## src/rtl/apb_mem_master.sv

```systemverilog
// APB requester for the 16x8 APB memory slave.
// Commands arrive on a valid/ready port, wait in a small FIFO, and are replayed
// as APB SETUP/ACCESS transfers. Each command produces exactly one response,
// either a normal completion or a timeout abort when PREADY never arrives.
module apb_mem_master #(
    parameter int ADDR_W     = 4,
    parameter int DATA_W     = 8,
    parameter int FIFO_DEPTH = 4,
    parameter int TIMEOUT    = 15
) (
    input  logic              clk,
    input  logic              rstn,
    input  logic              cmd_valid,
    output logic              cmd_ready,
    input  logic              cmd_write,
    input  logic [ADDR_W-1:0] cmd_addr,
    input  logic [DATA_W-1:0] cmd_wdata,
    output logic              rsp_valid,
    output logic              rsp_write,
    output logic [DATA_W-1:0] rsp_rdata,
    output logic              rsp_err,
    output logic              busy,
    output logic              PSEL,
    output logic              PENABLE,
    output logic              PWRITE,
    output logic [ADDR_W-1:0] PADDR,
    output logic [DATA_W-1:0] PWDATA,
    input  logic [DATA_W-1:0] PRDATA,
    input  logic              PREADY
);

    localparam int PTR_W = (FIFO_DEPTH > 1) ? $clog2(FIFO_DEPTH) : 1;
    localparam int CNT_W = PTR_W + 1;
    localparam int TMO_W = $clog2(TIMEOUT + 1);

    typedef struct packed {
        logic              write;
        logic [ADDR_W-1:0] addr;
        logic [DATA_W-1:0] wdata;
    } cmd_t;

    typedef enum logic [1:0] {
        S_IDLE,
        S_SETUP,
        S_ACCESS
    } state_t;

    cmd_t              fifo_mem_q [FIFO_DEPTH];
    cmd_t              head;
    logic [PTR_W-1:0]  wr_ptr_q, wr_ptr_d;
    logic [PTR_W-1:0]  rd_ptr_q, rd_ptr_d;
    logic [CNT_W-1:0]  count_q, count_d;
    logic              fifo_full, fifo_empty;
    logic              push, pop;

    state_t            state_q, state_d;
    logic [TMO_W-1:0]  tmo_q, tmo_d, tmo_inc;
    logic              load_next;
    logic              done;

    logic              psel_q, psel_d;
    logic              penable_q, penable_d;
    logic              pwrite_q, pwrite_d;
    logic [ADDR_W-1:0] paddr_q, paddr_d;
    logic [DATA_W-1:0] pwdata_q, pwdata_d;
    logic              rsp_valid_q, rsp_valid_d;
    logic              rsp_write_q, rsp_write_d;
    logic [DATA_W-1:0] rsp_rdata_q, rsp_rdata_d;
    logic              rsp_err_q, rsp_err_d;

    // Ready depends only on the registered count, so there is no path from the pop.
    assign fifo_full  = (count_q == CNT_W'(FIFO_DEPTH));
    assign fifo_empty = (count_q == '0);
    assign cmd_ready  = ~fifo_full;
    assign push       = cmd_valid & ~fifo_full;
    assign head       = fifo_mem_q[rd_ptr_q];
    assign busy       = ~fifo_empty | (state_q != S_IDLE);
    assign tmo_inc    = tmo_q + 1'b1;

    // Command storage needs no reset: the pointers decide which entries are live.
    always_ff @(posedge clk) begin
        if (push) begin
            fifo_mem_q[wr_ptr_q] <= {cmd_write, cmd_addr, cmd_wdata};
        end
    end

    // FIFO pointer and occupancy update; a simultaneous push and pop keeps the count.
    always_comb begin
        wr_ptr_d = wr_ptr_q;
        rd_ptr_d = rd_ptr_q;
        count_d  = count_q;
        if (push) begin
            wr_ptr_d = wr_ptr_q + 1'b1;
        end
        if (pop) begin
            rd_ptr_d = rd_ptr_q + 1'b1;
        end
        if (push && !pop) begin
            count_d = count_q + 1'b1;
        end else if (!push && pop) begin
            count_d = count_q - 1'b1;
        end
    end

    // Transfer sequencer: next state, APB request fields, response and timeout.
    always_comb begin
        state_d     = state_q;
        tmo_d       = tmo_q;
        pwrite_d    = pwrite_q;
        paddr_d     = paddr_q;
        pwdata_d    = pwdata_q;
        rsp_valid_d = 1'b0;
        rsp_err_d   = 1'b0;
        rsp_write_d = rsp_write_q;
        rsp_rdata_d = rsp_rdata_q;
        load_next   = 1'b0;
        done        = 1'b0;
        pop         = 1'b0;

        case (state_q)
            S_IDLE: begin
                load_next = ~fifo_empty;
            end
            S_SETUP: begin
                tmo_d   = '0;
                state_d = S_ACCESS;
            end
            S_ACCESS: begin
                if (PREADY) begin
                    done        = 1'b1;
                    rsp_valid_d = 1'b1;
                    rsp_write_d = pwrite_q;
                    if (!pwrite_q) begin
                        rsp_rdata_d = PRDATA;
                    end
                end else begin
                    tmo_d = tmo_inc;
                    if (tmo_inc == TMO_W'(TIMEOUT)) begin
                        done        = 1'b1;
                        rsp_valid_d = 1'b1;
                        rsp_err_d   = 1'b1;
                        rsp_write_d = pwrite_q;
                    end
                end
                if (done) begin
                    if (fifo_empty) begin
                        state_d = S_IDLE;
                    end else begin
                        load_next = 1'b1;
                    end
                end
            end
            default: begin
                state_d = S_IDLE;
            end
        endcase

        if (load_next) begin
            pop      = 1'b1;
            pwrite_d = head.write;
            paddr_d  = head.addr;
            pwdata_d = head.wdata;
            state_d  = S_SETUP;
        end

        psel_d    = (state_d != S_IDLE);
        penable_d = (state_d == S_ACCESS);
    end

    // State, queue bookkeeping and all registered outputs; reset abandons any work.
    always_ff @(posedge clk or negedge rstn) begin
        if (!rstn) begin
            state_q     <= S_IDLE;
            wr_ptr_q    <= '0;
            rd_ptr_q    <= '0;
            count_q     <= '0;
            tmo_q       <= '0;
            psel_q      <= 1'b0;
            penable_q   <= 1'b0;
            pwrite_q    <= 1'b0;
            paddr_q     <= '0;
            pwdata_q    <= '0;
            rsp_valid_q <= 1'b0;
            rsp_write_q <= 1'b0;
            rsp_rdata_q <= '0;
            rsp_err_q   <= 1'b0;
        end else begin
            state_q     <= state_d;
            wr_ptr_q    <= wr_ptr_d;
            rd_ptr_q    <= rd_ptr_d;
            count_q     <= count_d;
            tmo_q       <= tmo_d;
            psel_q      <= psel_d;
            penable_q   <= penable_d;
            pwrite_q    <= pwrite_d;
            paddr_q     <= paddr_d;
            pwdata_q    <= pwdata_d;
            rsp_valid_q <= rsp_valid_d;
            rsp_write_q <= rsp_write_d;
            rsp_rdata_q <= rsp_rdata_d;
            rsp_err_q   <= rsp_err_d;
        end
    end

    assign PSEL      = psel_q;
    assign PENABLE   = penable_q;
    assign PWRITE    = pwrite_q;
    assign PADDR     = paddr_q;
    assign PWDATA    = pwdata_q;
    assign rsp_valid = rsp_valid_q;
    assign rsp_write = rsp_write_q;
    assign rsp_rdata = rsp_rdata_q;
    assign rsp_err   = rsp_err_q;

endmodule

```

## config.mk

```make
export PLATFORM = sky130hd
export DESIGN_NAME = apb_mem_master
export DESIGN_NICKNAME = d
export VERILOG_FILES = /design/src/rtl/apb_mem_master.sv
export SDC_FILE = /design/constraint.sdc
export NUM_CORES = 1
export LEC_CHECK = 0
export ABC_AREA = 1
export BUFFER_PORTS_ARGS = -buffer_cell sky130_fd_sc_hd__buf_2
export CAP_MARGIN = 10
export CORE_MARGIN = 8
export CORE_UTILIZATION = 55
export DETAILED_ROUTE_END_ITERATION = 12
export GPL_TIMING_DRIVEN = 0
export HOLD_SLACK_MARGIN = 0.03
export PLACE_DENSITY = 0.81
export SLEW_MARGIN = 20
export SYNTH_ARGS = -nofsm -noshare
export SYNTH_HDL_FRONTEND = slang
export SYNTH_SLANG_ARGS = --single-unit
```

## constraint.sdc

```tcl
create_clock -name clk -period 2.7 [get_ports clk]
set_input_delay 0.54 -clock clk [delete_from_list [all_inputs] [get_ports clk]]
set_output_delay 0.54 -clock clk [all_outputs]
set_load 0.01 [all_outputs]
```

==> results.sh, run 1 <==
export IMPL_status="complete, no violations"
export IMPL_power_frac_clock_pct=18.9
export IMPL_dr_pass1_iters=4
export IMPL_antenna_found_initial=0
export IMPL_finalSetupTns_ns=0
export IMPL_rows=30
export IMPL_grt_ovfl_total=0
export IMPL_die_w_microns=98.0
export IMPL_path_max_fanout=10
export IMPL_h_tree_depth=3
export IMPL_wl_microns=6890
export IMPL_p_total_w=0.00485
export IMPL_ctsResizeCount=0
export IMPL_hold_buffers=0
export IMPL_synth_seq_area_share_pct=68.6
export IMPL_cts_root_buffer="clkbuf_8"
export IMPL_syn_to_final_growth_pct=15.6
export IMPL_clk_pin_slew_worst_paths_ns=0.09
export IMPL_clk_latency_ns=0.36
export IMPL_netlist_area_sq_um=3700
export IMPL_busiest_layer="met2"
export IMPL_p_per_area_nw_per_um2=1130
export IMPL_clock_sinks=91
export IMPL_swShare_pct=37.3
export IMPL_critical_path_required_ns=2.93
export IMPL_io_pins=53
export IMPL_route_detailed_drc=0
export IMPL_diodes=0
export IMPL_synth_cell_types=29
export IMPL_routed_via_density=5.25
export IMPL_tritoncts="done"
export IMPL_hp_class="primary input to asynchronous set/reset pin"
export IMPL_maxSlewViolCount=0
export IMPL_fin_crit_sh_pct=92.1
export IMPL_power_switching_w=0.00181
export IMPL_slew_headroom_pct=44.0
export IMPL_cts_setup_buffers=0
export IMPL_dieArea_sq_um=9610
export IMPL_p_comb_share_pct=37.2
export IMPL_multi_input_area_sq_um=1020
export IMPL_yosys_register_bits=91
export IMPL_setup_viol=0
export IMPL_grt_max_degree=40
export IMPL_start_util_pct=55.7
export IMPL_avgSynthCellArea_sq_um=12.1
export IMPL_synthCells=306
export IMPL_grt_pass1_vias=2421
export IMPL_num_vias=2385
export IMPL_startpoint_type="register"
export IMPL_seq_area_sq_um=2540
export IMPL_die_h_microns=98.0
export IMPL_power_leakage_nw=1.87
export IMPL_clock_fmax_ghz=0.402
export IMPL_worst_setup_path_type="register to register"
export IMPL_fill_cells=513
export IMPL_min_period_ns=2.49
export IMPL_p_int_w=0.00304
export IMPL_endpoint_kind="register"
export IMPL_final_cell_mix="buf_2, edfxtp_1, nand2_1, dfrtp_1, o21ai_0"
export IMPL_final_common_cell="buf_2"
export IMPL_maxCapViolCount=0
export IMPL_coreArea_sq_um=6640
export IMPL_place_hpwl_microns=4850
export IMPL_gp_congestion=0.769
export IMPL_portBuffers=52
export IMPL_tightest_slew_ns=0.840
export IMPL_globalRouteMet1Util_pct=18.2
export IMPL_ant_nets=0
export IMPL_syn_nets=339
export IMPL_crit_arrival_ns=2.72
export IMPL_grt_first_pass_wirelength_microns=11300
export IMPL_cts_buffers=9
export IMPL_drtIter0Drc=119
export IMPL_peakVddDrop_mv=0.430
export IMPL_grt_met2_usage_pct=23.6
export IMPL_rsz0062_at_grt="no"
export IMPL_cts_path_max_buffers=2
export IMPL_avgRoutedWirePerCell_microns=15.2
export IMPL_pwr_share_seq_pct=43.9
export IMPL_drive_gt1_share_pct=27.8
export IMPL_gr_usage_met3_pct=4.55
export IMPL_final_nets=402
export IMPL_grt_usage_pct=15.0
export IMPL_finClkSkew_ns=0.0157
export IMPL_yosysWarnings=0
export IMPL_hold_viol=0
==> kinds of logic (layout without fill, tap and decap cells) <==
family | Yosys count | in the layout | synth area share, %
DFF | 91 | 91 | 68.6
muxes | 8 | 8 | 2.43
and+or+nand+nor | 112 | 112 | 14.0
xor gates and xnor gates | 3 | 3 | 0.710
buffers and inverters | 36 | 104 | 4.36
adders and majority gates | 8 | 8 | 2.91
AOI/OAI and AO/OA | 48 | 48 | 6.97
==> cell usage after synthesis <==
library cell	n	area share, %
a21oi_1	2	0.27
buf_1	1	0.10
buf_12	1	0.54
buf_2	5	0.68
buf_4	1	0.20
clkbuf_1	2	0.20
dfrtp_1	39	26
edfxtp_1	52	42
fa_1	1	0.54
ha_1	7	2.4
inv_1	24	2.4
inv_2	2	0.20
mux2_2	8	2.4
nand2_1	41	4.2
nand2_2	10	1.7
nand2_4	2	0.61
nand3_1	20	2.7
nand3_2	1	0.27
nand3_4	1	0.47
nand4_1	1	0.17
nor2_1	33	3.3
nor2_2	1	0.17
nor2_4	1	0.30
nor3_1	1	0.14
o21ai_0	30	4.1
o21ai_1	2	0.27
o22ai_1	14	2.4
xnor2_1	1	0.24
xor2_1	2	0.47
==> final timing paths <==
check | cells past startpoint | start | to | slack, ns
worst max-delay path | 15 | tmo_q[1]$_DFFE_PN0P_ | count_q[2]$_DFFE_PN0P_ | 0.21
worst min-delay path | 1 | rstn | count_q[0]$_DFFE_PN0P_ | 0.29
worst max register to register | 15 | tmo_q[1]$_DFFE_PN0P_ | count_q[2]$_DFFE_PN0P_ | 0.21
worst min register to register | 2 | PWDATA[4]$_DFFE_PN0P_ | PWDATA[4]$_DFFE_PN0P_ | 0.48
max in group asynchronous | 1 | rstn | PWRITE$_DFFE_PN0P_ | 1.88
min in group clk | 1 | cmd_wdata[5] | fifo_mem_q[0][5]$_DFFE_PP_ | 0.39
==> critical path, stage by stage (launching register included) <==
cell and delay (ns):
dfrtp_1 0.43, ha_1 0.21, inv_1 0.07, nand2_2 0.05
nand2_2 0.10, nor2_4 0.05, nand2_4 0.08, nand3_4 0.14
nand2_8 0.12, buf_12 0.14, ha_1 0.14, inv_1 0.07
fa_1 0.38, a21oi_1 0.14, o21ai_0 0.11, xor2_1 0.15
==> routing by layer <==
metal	vias to the layer above	wire, microns
li1	1167	-
met4	0	44
met3	4	517
met5	-	0
met2	91	3330
met1	1123	3000
==> stage by stage <==
stage	hold WS [ns]	utilization (%)	area, sq um	setup slack [ns]	cells
after floorplan	0.244	-	3700	0.408	306
after detailed placement	0.457	61.2	4070	0.202	438
after global routing	0.343	64.4	4280	0.00683	454
after global placement	0.455	61.1	4060	0.276	438
final	0.289	64.4	4280	0.214	454
after CTS	0.301	64.2	4260	0.199	454
==> sequential cells by signal, indices dropped and copies added (netlist names) <==
name        cells
tmo_q           4
PADDR           4
rsp_rdata       8
count_q         3
PENABLE         1
rd_ptr_q        2
state_q         2
fifo_mem_q     52
PSEL            1
rsp_err         1
PWRITE          1
rsp_valid       1
wr_ptr_q        2
rsp_write       1
PWDATA          8
==> layout make-up <==
class / count / share of cell area [%]
Clock inverter: 7 / 1.73
Clock buffer: 9 / 2.90
Sequential cell: 91 / 59.3
Inverter: 26 / 2.28
Multi-Input combinational cell: 179 / 23.8
Timing Repair Buffer: 52 / 6.09
Tap cell: 80 / 2.34
Buffer: 10 / 1.49
==> power groups by stage <==
stage / logic [W] / registers, W / clock network (W)
finish: 0.00180 / 0.00213 / 0.000917
floorplan: 0.00115 / 0.00221 / 0
detailed placement: 0.00180 / 0.00216 / 0
global placement: 0.00173 / 0.00214 / 0
CTS: 0.00180 / 0.00213 / 0.000937
global route: 0.00204 / 0.00217 / 0.000994
Power figures use the tool's default switching activity.
==> inputs of run 2 (changes only) <==
==> constraint.sdc (replaced) <==
create_clock -name clk -period 2.9 [get_ports clk]
set_input_delay 0.58 -clock clk [delete_from_list [all_inputs] [get_ports clk]]
set_output_delay 0.58 -clock clk [all_outputs]
set_load 0.01 [all_outputs]
==> run 2 against run 1 <==
Against the previous run:
- via count increased by 0.96%
- clock power decreased by 6.8%
- global-route usage unchanged
- largest cell class unchanged
- hold slack improved by 0.037 ns
==> results.sh, run 2 (synthesized netlist as in run 1, its figures left out) <==
export IMPL_io_pins=53
export IMPL_min_period_ns=2.50
export IMPL_clock_sinks=91
export IMPL_p_comb_share_pct=37.0
export IMPL_wl_microns=6930
export IMPL_endpoint_kind="register"
export IMPL_power_switching_w=0.00168
export IMPL_cts_setup_buffers=0
export IMPL_syn_to_final_growth_pct=15.4
export IMPL_coreArea_sq_um=6640
export IMPL_diodes=0
export IMPL_clk_latency_ns=0.36
export IMPL_grt_ovfl_total=0
export IMPL_finalSetupTns_ns=0
export IMPL_grt_max_degree=40
export IMPL_clock_fmax_ghz=0.400
export IMPL_p_per_area_nw_per_um2=1060
export IMPL_peakVddDrop_mv=0.394
export IMPL_num_vias=2408
export IMPL_h_tree_depth=3
export IMPL_drive_gt1_share_pct=27.8
export IMPL_gp_congestion=0.769
export IMPL_crit_arrival_ns=2.73
export IMPL_setup_viol=0
export IMPL_hold_buffers=0
export IMPL_place_area_sq_um=4070
export IMPL_slew_headroom_pct=43.9
export IMPL_crit_reg2reg_launch="tmo_q[1]$_DFFE_PN0P_"
export IMPL_status="complete, no violations"
export IMPL_p_int_w=0.00282
export IMPL_start_util_pct=55.7
export IMPL_final_cell_mix="buf_2, edfxtp_1, nand2_1, dfrtp_1, o21ai_0"
export IMPL_place_hpwl_microns=4850
export IMPL_ant_nets=0
export IMPL_swShare_pct=37.3
export IMPL_final_common_cell="buf_2"
export IMPL_top_register="fifo_mem_q"
export IMPL_final_nets=402
export IMPL_globalRouteMet1Util_pct=18.2
export IMPL_hp_class="primary input to asynchronous set/reset pin"
export IMPL_tightest_slew_ns=0.842
export IMPL_rsz0062_at_grt="no"
export IMPL_avgRoutedWirePerCell_microns=15.3
export IMPL_rows=30
export IMPL_r2r_end="count_q[2]$_DFFE_PN0P_"
export IMPL_pwr_share_seq_pct=44.0
export IMPL_gr_usage_met3_pct=4.55
export IMPL_fin_crit_sh_pct=86.1
export IMPL_power_leakage_nw=1.87
export IMPL_largest_register_ffs=52
export IMPL_clk_pin_slew_worst_paths_ns=0.09
export IMPL_grt_usage_pct=15.0
export IMPL_cts_root_buffer="clkbuf_8"
export IMPL_grt_met2_usage_pct=23.6
export IMPL_maxCapViolCount=0
export IMPL_path_max_fanout=10
export IMPL_worst_setup_path_type="register to register"
export IMPL_hold_viol=0
export IMPL_ctsResizeCount=0
export IMPL_critical_path_required_ns=3.14
export IMPL_dieArea_sq_um=9610
export IMPL_tritoncts="done"
export IMPL_busiest_layer="met2"
export IMPL_antenna_found_initial=0
export IMPL_route_detailed_drc=0
export IMPL_fin_hold_ws_ns=0.325
export IMPL_die_w_microns=98.0
export IMPL_dr_pass1_iters=5
export IMPL_die_h_microns=98.0
export IMPL_grt_pass1_vias=2421
export IMPL_startpoint_type="register"
export IMPL_r2r_slack_ns=0.40
export IMPL_maxSlewViolCount=0
export IMPL_rr_worst_depth=15
export IMPL_cts_path_max_buffers=2
export IMPL_drtIter0Drc=149
export IMPL_cts_buffers=9
export IMPL_finClkSkew_ns=0.0121
export IMPL_grt_first_pass_wirelength_microns=11300
export IMPL_design_area_sq_um=4270
export IMPL_portBuffers=52
export IMPL_power_frac_clock_pct=19.0
export IMPL_routed_via_density=5.30
## run 2: cell count changes in the layout (fill, tap and decap cells not counted)
cell | previous run | this run
nand2_8 | 1 | 0
nand2_4 | 1 | 2
## run 2: worst max-delay path, cell delays in order (launching register included)
cell     delay [ns]
dfrtp_1        0.44
ha_1           0.21
inv_1          0.07
nand2_2        0.05
nand2_2        0.10
nor2_4         0.05
nand2_4        0.08
nand3_4        0.12
nand2_4        0.14
buf_12         0.14
ha_1           0.14
inv_1          0.07
fa_1           0.38
a21oi_1        0.14
o21ai_0        0.11
xor2_1         0.15
## run 2: per-stage QoR
stage / power [W] / util, % / setup slack, ns / cells
after global placement: 0.00361 / 61.1 / 0.476 / 438
after global routing: 0.00483 / 64.2 / 0.189 / 454
after CTS: 0.00453 / 64.2 / 0.399 / 454
final: 0.00450 / 64.2 / 0.402 / 454
after floorplan: 0.00313 / - / 0.608 / 306
after detailed placement: 0.00369 / 61.2 / 0.402 / 438
## run 2: area by class of cell
class                           instances  area (sq um)
Clock inverter                          7          73.8
Buffer                                 10          63.8
Fill cell                             514          2380
Sequential cell                        91          2540
Tap cell                               80           100
Timing Repair Buffer                   52           260
Clock buffer                            9           124
Multi-Input combinational cell        179          1010
Inverter                               26          97.6
## run 2: power by group through the flow
stage / sequential (W) / clock (W) / combinational, W
6_report: 0.00198 / 0.000855 / 0.00167
5_1_grt: 0.00202 / 0.000926 / 0.00189
4_1_cts: 0.00198 / 0.000872 / 0.00168
3_5_place_dp: 0.00201 / 0 / 0.00168
3_3_place_gp: 0.00200 / 0 / 0.00161
2_1_floorplan: 0.00206 / 0 / 0.00107
## run 2: worst max path at each step
stage / startpoint / to
after detailed placement: tmo_q[1]$_DFFE_PN0P_ / count_q[2]$_DFFE_PN0P_
final: tmo_q[1]$_DFFE_PN0P_ / count_q[2]$_DFFE_PN0P_
after global routing: tmo_q[1]$_DFFE_PN0P_ / count_q[2]$_DFFE_PN0P_
after CTS: tmo_q[1]$_DFFE_PN0P_ / count_q[2]$_DFFE_PN0P_
after global placement: tmo_q[1]$_DFFE_PN0P_ / count_q[2]$_DFFE_PN0P_
after floorplan: tmo_q[1]$_DFFE_PN0P_ / count_q[2]$_DFFE_PN0P_
## run 2: per-layer routing
metal	vias to the layer above	share of wire (%)
li1	1166	-
met4	0	1.8
met3	10	7.3
met2	94	47
met5	-	0
met1	1138	44
